## config.mk

```make
export PLATFORM = sky130hd
export DESIGN_NAME = clock_gen_multi
export DESIGN_NICKNAME = d
export VERILOG_FILES = /design/src/rtl/clock_gen_multi.sv
export SDC_FILE = /design/constraint.sdc
export NUM_CORES = 1
export LEC_CHECK = 0
export BUFFER_PORTS_ARGS = -buffer_cell sky130_fd_sc_hd__buf_2
export CAP_MARGIN = 10
export CORE_UTILIZATION = 45
export CTS_CLUSTER_SIZE = 20
export DETAILED_ROUTE_END_ITERATION = 7
export PLACE_DENSITY_LB_ADDON = 0.25
export SKIP_LAST_GASP = 1
export SYNTH_ARGS = -nofsm -noshare
export SYNTH_HDL_FRONTEND = slang
export SYNTH_SLANG_ARGS = --single-unit
```

## constraint.sdc

```tcl
create_clock -name clk -period 4.7 [get_ports clk]
set_clock_uncertainty 0.15 [all_clocks]
set_input_delay 0.235 -clock clk [delete_from_list [all_inputs] [get_ports clk]]
set_output_delay 0.235 -clock clk [all_outputs]
set_load 0.01 [all_outputs]
```

## src/rtl/clock_gen_multi.sv

```systemverilog
// Per-channel divided square waves with glitch-free start/stop, plus a sequenced active-low reset.
// clk_out/tick/ch_active are registered one edge after the deciding sample; there is no backpressure.
module clock_gen_multi #(
    parameter int NUM_CH   = 4,
    parameter int CNT_W    = 16,
    parameter int RST_HOLD = 8,
    localparam int CH_W    = (NUM_CH > 1) ? $clog2(NUM_CH) : 1,
    localparam int RC_W    = $clog2(RST_HOLD + 1)
) (
    input  logic              clk,
    input  logic              rst,
    input  logic              cfg_we,
    input  logic [CH_W-1:0]   cfg_ch,
    input  logic [CNT_W-1:0]  cfg_half,
    input  logic [CNT_W-1:0]  cfg_phase,
    input  logic [NUM_CH-1:0] ch_en,
    input  logic              sync_start,
    output logic [NUM_CH-1:0] clk_out,
    output logic [NUM_CH-1:0] tick,
    output logic [NUM_CH-1:0] ch_active,
    output logic              resetn_out
);

    typedef enum logic [1:0] {S_IDLE, S_RUN, S_STOP} ch_state_t;

    logic [CNT_W-1:0] wr_half;
    assign wr_half = (cfg_half == '0) ? CNT_W'(1) : cfg_half;

    for (genvar i = 0; i < NUM_CH; i++) begin : g_ch
        ch_state_t        state_q, state_d;
        logic [CNT_W-1:0] cnt_q, cnt_d;
        logic [CNT_W-1:0] half_act_q, half_act_d;
        logic [CNT_W-1:0] half_pend_q, half_pend_d;
        logic [CNT_W-1:0] phase_q, phase_d;
        logic [CNT_W-1:0] start_cnt;
        logic             clk_q, clk_d;
        logic             tick_q, tick_d;
        logic             wr;
        logic             at_end;

        assign wr        = cfg_we && (cfg_ch == CH_W'(i));
        assign start_cnt = (phase_q < half_act_q) ? phase_q : '0;
        assign at_end    = (cnt_q == half_act_q - CNT_W'(1));

        always_comb begin
            state_d     = state_q;
            cnt_d       = cnt_q;
            half_act_d  = half_act_q;
            half_pend_d = half_pend_q;
            phase_d     = phase_q;
            clk_d       = clk_q;
            tick_d      = 1'b0;

            if (wr) begin
                half_pend_d = wr_half;
                phase_d     = cfg_phase;
            end

            case (state_q)
                S_IDLE: begin
                    clk_d = 1'b0;
                    if (ch_en[i]) begin
                        state_d = S_RUN;
                        cnt_d   = start_cnt;
                    end
                end
                default: begin
                    if (sync_start) begin
                        cnt_d   = start_cnt;
                        clk_d   = 1'b0;
                        state_d = ch_en[i] ? S_RUN : S_IDLE;
                    end else begin
                        if (at_end) begin
                            clk_d      = ~clk_q;
                            tick_d     = ~clk_q;
                            cnt_d      = '0;
                            half_act_d = half_pend_q;
                        end else begin
                            cnt_d = cnt_q + 1'b1;
                        end
                        // Stop only while low, or on the falling toggle itself.
                        if (ch_en[i]) begin
                            state_d = S_RUN;
                        end else if (!clk_q || at_end) begin
                            state_d = S_IDLE;
                            clk_d   = 1'b0;
                            tick_d  = 1'b0;
                        end else begin
                            state_d = S_STOP;
                        end
                    end
                end
            endcase

            // An idle channel always runs with its most recent programmed half-period.
            if (state_d == S_IDLE) begin
                half_act_d = half_pend_d;
            end
        end

        always_ff @(posedge clk) begin
            if (rst) begin
                state_q     <= S_IDLE;
                cnt_q       <= '0;
                half_act_q  <= CNT_W'(1);
                half_pend_q <= CNT_W'(1);
                phase_q     <= '0;
                clk_q       <= 1'b0;
                tick_q      <= 1'b0;
            end else begin
                state_q     <= state_d;
                cnt_q       <= cnt_d;
                half_act_q  <= half_act_d;
                half_pend_q <= half_pend_d;
                phase_q     <= phase_d;
                clk_q       <= clk_d;
                tick_q      <= tick_d;
            end
        end

        assign clk_out[i]   = clk_q;
        assign tick[i]      = tick_q;
        assign ch_active[i] = (state_q != S_IDLE);
    end

    logic [RC_W-1:0] rst_cnt;
    logic            resetn_q;

    always_ff @(posedge clk) begin
        if (rst) begin
            rst_cnt  <= '0;
            resetn_q <= 1'b0;
        end else if (rst_cnt == RC_W'(RST_HOLD)) begin
            resetn_q <= 1'b1;
        end else begin
            rst_cnt <= rst_cnt + 1'b1;
        end
    end

    assign resetn_out = resetn_q;

endmodule
```

Word-level counts from Yosys, hierarchy flattened
Cells that the tools add are included.

Reduce and logical (&&, ||, !) cells: 38. Add/subtract/negate cells: 9. Bitwise operators: 4. Equal/unequal tests: 20. Order comparisons: 4. Multiplexer cells: 89.

Operators by type and width (number): 16-bit 2-to-1 mux (41); 16-bit by 1-bit adder with 16-bit output, second input constant (4); 16-bit equality test (4); 16-bit less-than comparator (4); 16-bit by 1-bit subtractor with 16-bit output, second input constant (4); 2-bit 2-to-1 mux (20); 1-bit 2-to-1 mux (28); 2-bit logical NOT (9); 16-bit logical NOT (1); 2-bit inequality test, second input constant (8); 2-bit nonzero test (8); 3-bit AND reduction (4); 3-bit OR reduction (4); 2-bit by 1-bit inequality test with 1-bit output, second input constant (4); 4-bit by 1-bit adder with 4-bit output, second input constant (1); 2-bit equality test, second input constant (2); 4-bit equality test, second input constant (1); 1-bit logical AND (4); 1-bit logical NOT (4); 1-bit logical OR (4); 1-bit NOT (4); 2-bit by 1-bit equality test with 1-bit output, second input constant (1).

Register bits: 277. Output and inout port bits: 13. Input bits: 42.

Depth between registers and ports, before layout
Depth in word-level cells: 10. Gate-level depth with buffers: 18. Depth with buffers taken out: 15.

Least setup slack after synthesis
OpenSTA, ideal clock, no wires.

Path kind: reg-to-reg. Start: register g_ch[1].half_act_q[0]. End: register g_ch[1].half_act_q[8]. Cell stages (with the launch flop): 16. Library setup time: 101 ps. Path slack: 821 ps. Arrival time: 3628 ps. Required time: 4449 ps. Path through: dfxtp_1 -> clkbuf_1 -> inv_1 -> ha_1 -> xnor2_1 -> or4_1 -> a2111oi_0 -> nand2_1 -> nor4b_2 -> inv_1 -> ha_1 -> a21o_1 -> nor3_1 -> clkbuf_1 -> a32oi_1 -> o41ai_1.

Cells in the longest elaborated chain, start to end: 10. Elaborated cells between the ends (all ways): 13.

Ends and longest elaborated chain: start, declared (line 32) `logic [CNT_W-1:0] half_act_q, half_act_d;`; start signal, assigned (line 113) `half_act_q <= half_act_d;`; 16-bit by 1-bit subtractor with 16-bit output (*) (line 43) `assign at_end = (cnt_q == half_act_q - CNT_W'(1));`; 16-bit equality test (*) (line 43); 1-bit logical OR (line 84) `end else if (!clk_q || at_end) begin`; 2-bit 2-to-1 mux (line 84); 2-bit 2-to-1 mux (line 82) `if (ch_en[i]) begin`; 2-bit 2-to-1 mux (line 68) `if (sync_start) begin`; 2-bit 2-to-1 mux (line 59) `case (state_q)`; 2-bit logical NOT (line 96) `if (state_d == S_IDLE) begin`; 2-bit inequality test (no line) (tied with other cells); 3-bit AND reduction (no line).

Every way passes the cells marked *; elsewhere a longest branch is shown, timed or not. A chain may end at the register's enable or synchronous reset.

Worst setup path after layout
Start: register g_ch[1].half_act_q[0]. End: register g_ch[1].half_act_q[12].

Same word-level chain as after synthesis.

==> results.json <==
{
  "post_synth_xor_area_fraction": 0.04934,
  "clk-insertion-delay-late_ns": 0.57,
  "comb_power_share": 0.142,
  "cellInternalPower_w": 0.004340,
  "drt_drc_violations_left": 0,
  "max_slew_violations": 0,
  "crit_path_start_kind": "flip-flop",
  "final_nets": 2147,
  "wl_met1_mm": 21.82,
  "htree_depth": 1,
  "post_cts_buffers": 0,
  "proportion_of_total_power_due_to_net_switching": 0.2736,
  "outcome": "finished, final reports clean",
  "worstMarginPinSlew_ns": 1.205,
  "critPathSlowestCell": "a2111oi_0",
  "max_slew_margin": 0.1968,
  "cts_tree": "yes",
  "synth_fp_nets": 2162,
  "edff_count_synth": 0,
  "routedWlPerCell_um": 19.60,
  "number_of_rows_in_the_core_area": 68,
  "routed-wl-met2_mm": 22.86,
  "post_synth_instance_area_mm2": 0.01598,
  "floorplan.die_area_mm2": 0.03626,
  "grt_first_pass_wirelength_mm": 77.43,
  "synth_top_cell_area_share": 0.3471,
  "grt_start_max_net_pins": 154,
  "clock_buffer_count_from_cts": 29,
  "dpl_worst_slack_ns": 0.5946,
  "timing.hold.worst.class": "primary input to flip-flop",
  "port_buffers": 54,
  "final_layout_size_suffix_gt1_frac": 0.08121,
  "post_cts_resize_count": 0,
  "netlist_top_cells_area": "dfxtp_1, nand2_1, ha_1",
  "ys_warn_count": 0,
  "cp_data_required_time_ns": 4.98,
  "max_freq_mhz": 240.9,
  "timing.final.crit_share": 0.8833,
  "synth_common_cells": "nand2_1, dfxtp_1, a21oi_1, clkbuf_1, inv_1",
  "critical_path.max_stage_delay_ns": 0.58,
  "main_combinational_cell_family_by_area_after_synthesis": "simple AND/OR/NAND/NOR gates",
  "worst-path-max-fanout": 16,
  "detailedRoute.firstIterationViolations": 1259,
  "synth.mux.area_fraction": 0.03062,
  "dominant_register_cell_in_the_synthesized_netlist": "dfxtp_1",
  "net-switching-power_w": 0.001635,
  "cts_root_buf": "clkbuf_16",
  "number_of_global_route_vias_before_repair": 13800,
  "drt-vias-per-instance": 5.938,
  "share_of_the_synthesized_area_in_compound_gates_ao_oa_aoi_oai": 0.2139,
  "clock_sinks": 277,
  "synth_async_sr_flop_share": 0,
  "clockPowerShare": 0.434,
  "lkg_pwr_nw": 6.929,
  "die_width_um": 190.4,
  "grt_overflow": 0,
  "sequentialPowerShare": 0.424,
  "drt.antenna.violating_nets": 0,
  "grt_antenna_before_repair": 0,
  "finalHoldViolCount": 0,
  "die_h_um": 190.4,
  "routed-wl-met3_mm": 3.119,
  "route.vias.total": 14840,
  "fin_tns_setup_ns": 0,
  "globalplace.congestion": 0.9245,
  "placeableCoreArea_mm2": 0.03471,
  "cts.clk_slew.worst_paths_ns": 0.06,
  "top_level_ports": 55,
  "pwr_density_cell_mw_per_mm2": 335.7,
  "cts.hold.buffers_added": 36,
  "area_delta_synth_final_pct": 11.40,
  "fin_worst_hold_slack_ns": 0.1375,
  "initial_cell_density_of_the_core": 0.4602,
  "detail_route.wirelength_mm": 48.97,
  "yosysUniqueCellTypes": 85,
  "firstDrtPassIters": 6,
  "critical_path.cell_chain": "inv_1 > ha_1 > nor4bb_1 > o22ai_1 > or4_1 > a2111oi_0 > nand2_1 > nor4b_2 > inv_1 > ha_1 > a21oi_1 > nor2_1 > a32oi_1 > o41ai_1",
  "vdd.ir_drop.worst_uv": 244.8,
  "top_signal_layer_used": "met4",
  "timing.critical_path.to_type": "flip-flop",
  "count_of_state_elements_after_synthesis": 277,
  "synth_top_cell_by_area": "dfxtp_1",
  "ctsLongestPathBuffers": 3,
  "dp_hpwl_mm": 34.73,
  "criticalPathCategory": "flip-flop to flip-flop",
  "syn-instance-count": 2038,
  "n_antenna_cell": 0,
  "synthSimpleGateAreaFrac": 0.2262,
  "timing.critical_path.arrival_ns": 4.44,
  "global_route_usage_sum": 0.2692,
  "timing.final.setup_violations": 0,
  "post_synth_fa_ha_maj_area_fraction": 0.06422,
  "synth_sequential_area_ratio": 0.3471,
  "rsz0062_at_grt": "no",
  "setup_slack_ns": 0.5485,
  "final_period_minus_worst_setup_slack_ns": 4.151,
  "mean_instance_size_in_the_synthesized_netlist_um2": 7.839,
  "post-synth-top-count-cell": "nand2_1",
  "drv_cap": 0
}
-- path summary, 6_finish.rpt --
check,end,start,depth (start not counted),slack (ns)
worst min-delay path,g_ch[3].half_pend_q[0],cfg_half[0],5,0.14
worst min register to register,g_ch[2].half_act_q[10],g_ch[2].half_pend_q[10],2,0.28
worst max-delay path,g_ch[1].half_act_q[12],g_ch[1].half_act_q[0],14,0.55
worst max register to register,g_ch[1].half_act_q[12],g_ch[1].half_act_q[0],14,0.55
-- placed cells by master, fill, tap and decap left out, drive strengths merged, types with 32 or more instances in the layout --
cell and count:
nor3 65, nand3 52, nor2 86, buf 79, nand2 350, a21oi 200, clkbuf 37, dfxtp 277
dlygate4sd3 36, a21o 35, o21ai 61, mux2i 41, ha 82, a22oi 32, inv 115, xnor2 53
xor2 37
-- sequential cells by signal, summed over array words and instances (netlist names) --
| register | flops |
|---|---|
| g_ch.clk_q | 4 |
| g_ch.half_pend_q | 64 |
| resetn_out | 1 |
| g_ch.half_act_q | 64 |
| rst_cnt | 4 |
| g_ch.state_q | 8 |
| g_ch.cnt_q | 64 |
| g_ch.tick_q | 4 |
| g_ch.phase_q | 64 |
-- power groups by stage --
stage / Sequential [W] / Combinational, W / Clock (W)
floorplan: 0.00253 / 0.000610 / 0
global placement: 0.00258 / 0.000796 / 0
detailed placement: 0.00258 / 0.000811 / 0
CTS: 0.00253 / 0.000839 / 0.00262
global route: 0.00254 / 0.000935 / 0.00272
finish: 0.00253 / 0.000850 / 0.00259
-- stage by stage --
step                      cells    util  cell area [um^2]  total power [W]
after CTS                  2498  0.5125             17790         0.005993
after global routing       2499  0.5127             17800         0.006199
final                      2499  0.5127             17800         0.005974
after global placement     2410  0.4714             16360         0.003378
after floorplan            2038       -             15980         0.003137
after detailed placement   2410  0.4714             16360         0.003394
-- metal layers --
layer,up-vias,global-route usage
met2,467,0.4450
li1,7195,-
met3,60,0.03570
met5,-,0
met1,7116,0.3642
met4,0,0.07785
-- worst max-delay path, delay by kind of cell (launching register included) --
family / cells / cell delay (ns)
AOI/OAI and AO/OA: 5 / 1.29
DFF: 1 / 0.38
and+or+nand+nor: 5 / 1.41
adders and majority gates: 2 / 0.55
buffers and inverters: 2 / 0.23
-- cell families (layout without fill, tap and decap cells) --
group | count (synthesis) | after routing
buffers and inverters | 276 | 282
multiplexers | 48 | 48
AO/OA/AOI/OAI | 520 | 520
flip-flops | 277 | 277
XOR/XNOR | 90 | 90
adder cells (fa/ha/maj) | 82 | 82
AND/OR/NAND/NOR | 745 | 745
-- area by class of cell --
| cell class | instances | area (um^2) |
|---|---|---|
| fill | 3421 | 16920 |
| multi-input combinational | 1485 | 9348 |
| sequential | 277 | 5545 |
| timing repair buffer | 115 | 837.1 |
| clock buffer | 37 | 805.8 |
| tap | 455 | 569.3 |
| inverter | 115 | 431.7 |
| clock inverter | 15 | 261.5 |
(Power assumes the default switching activity.)
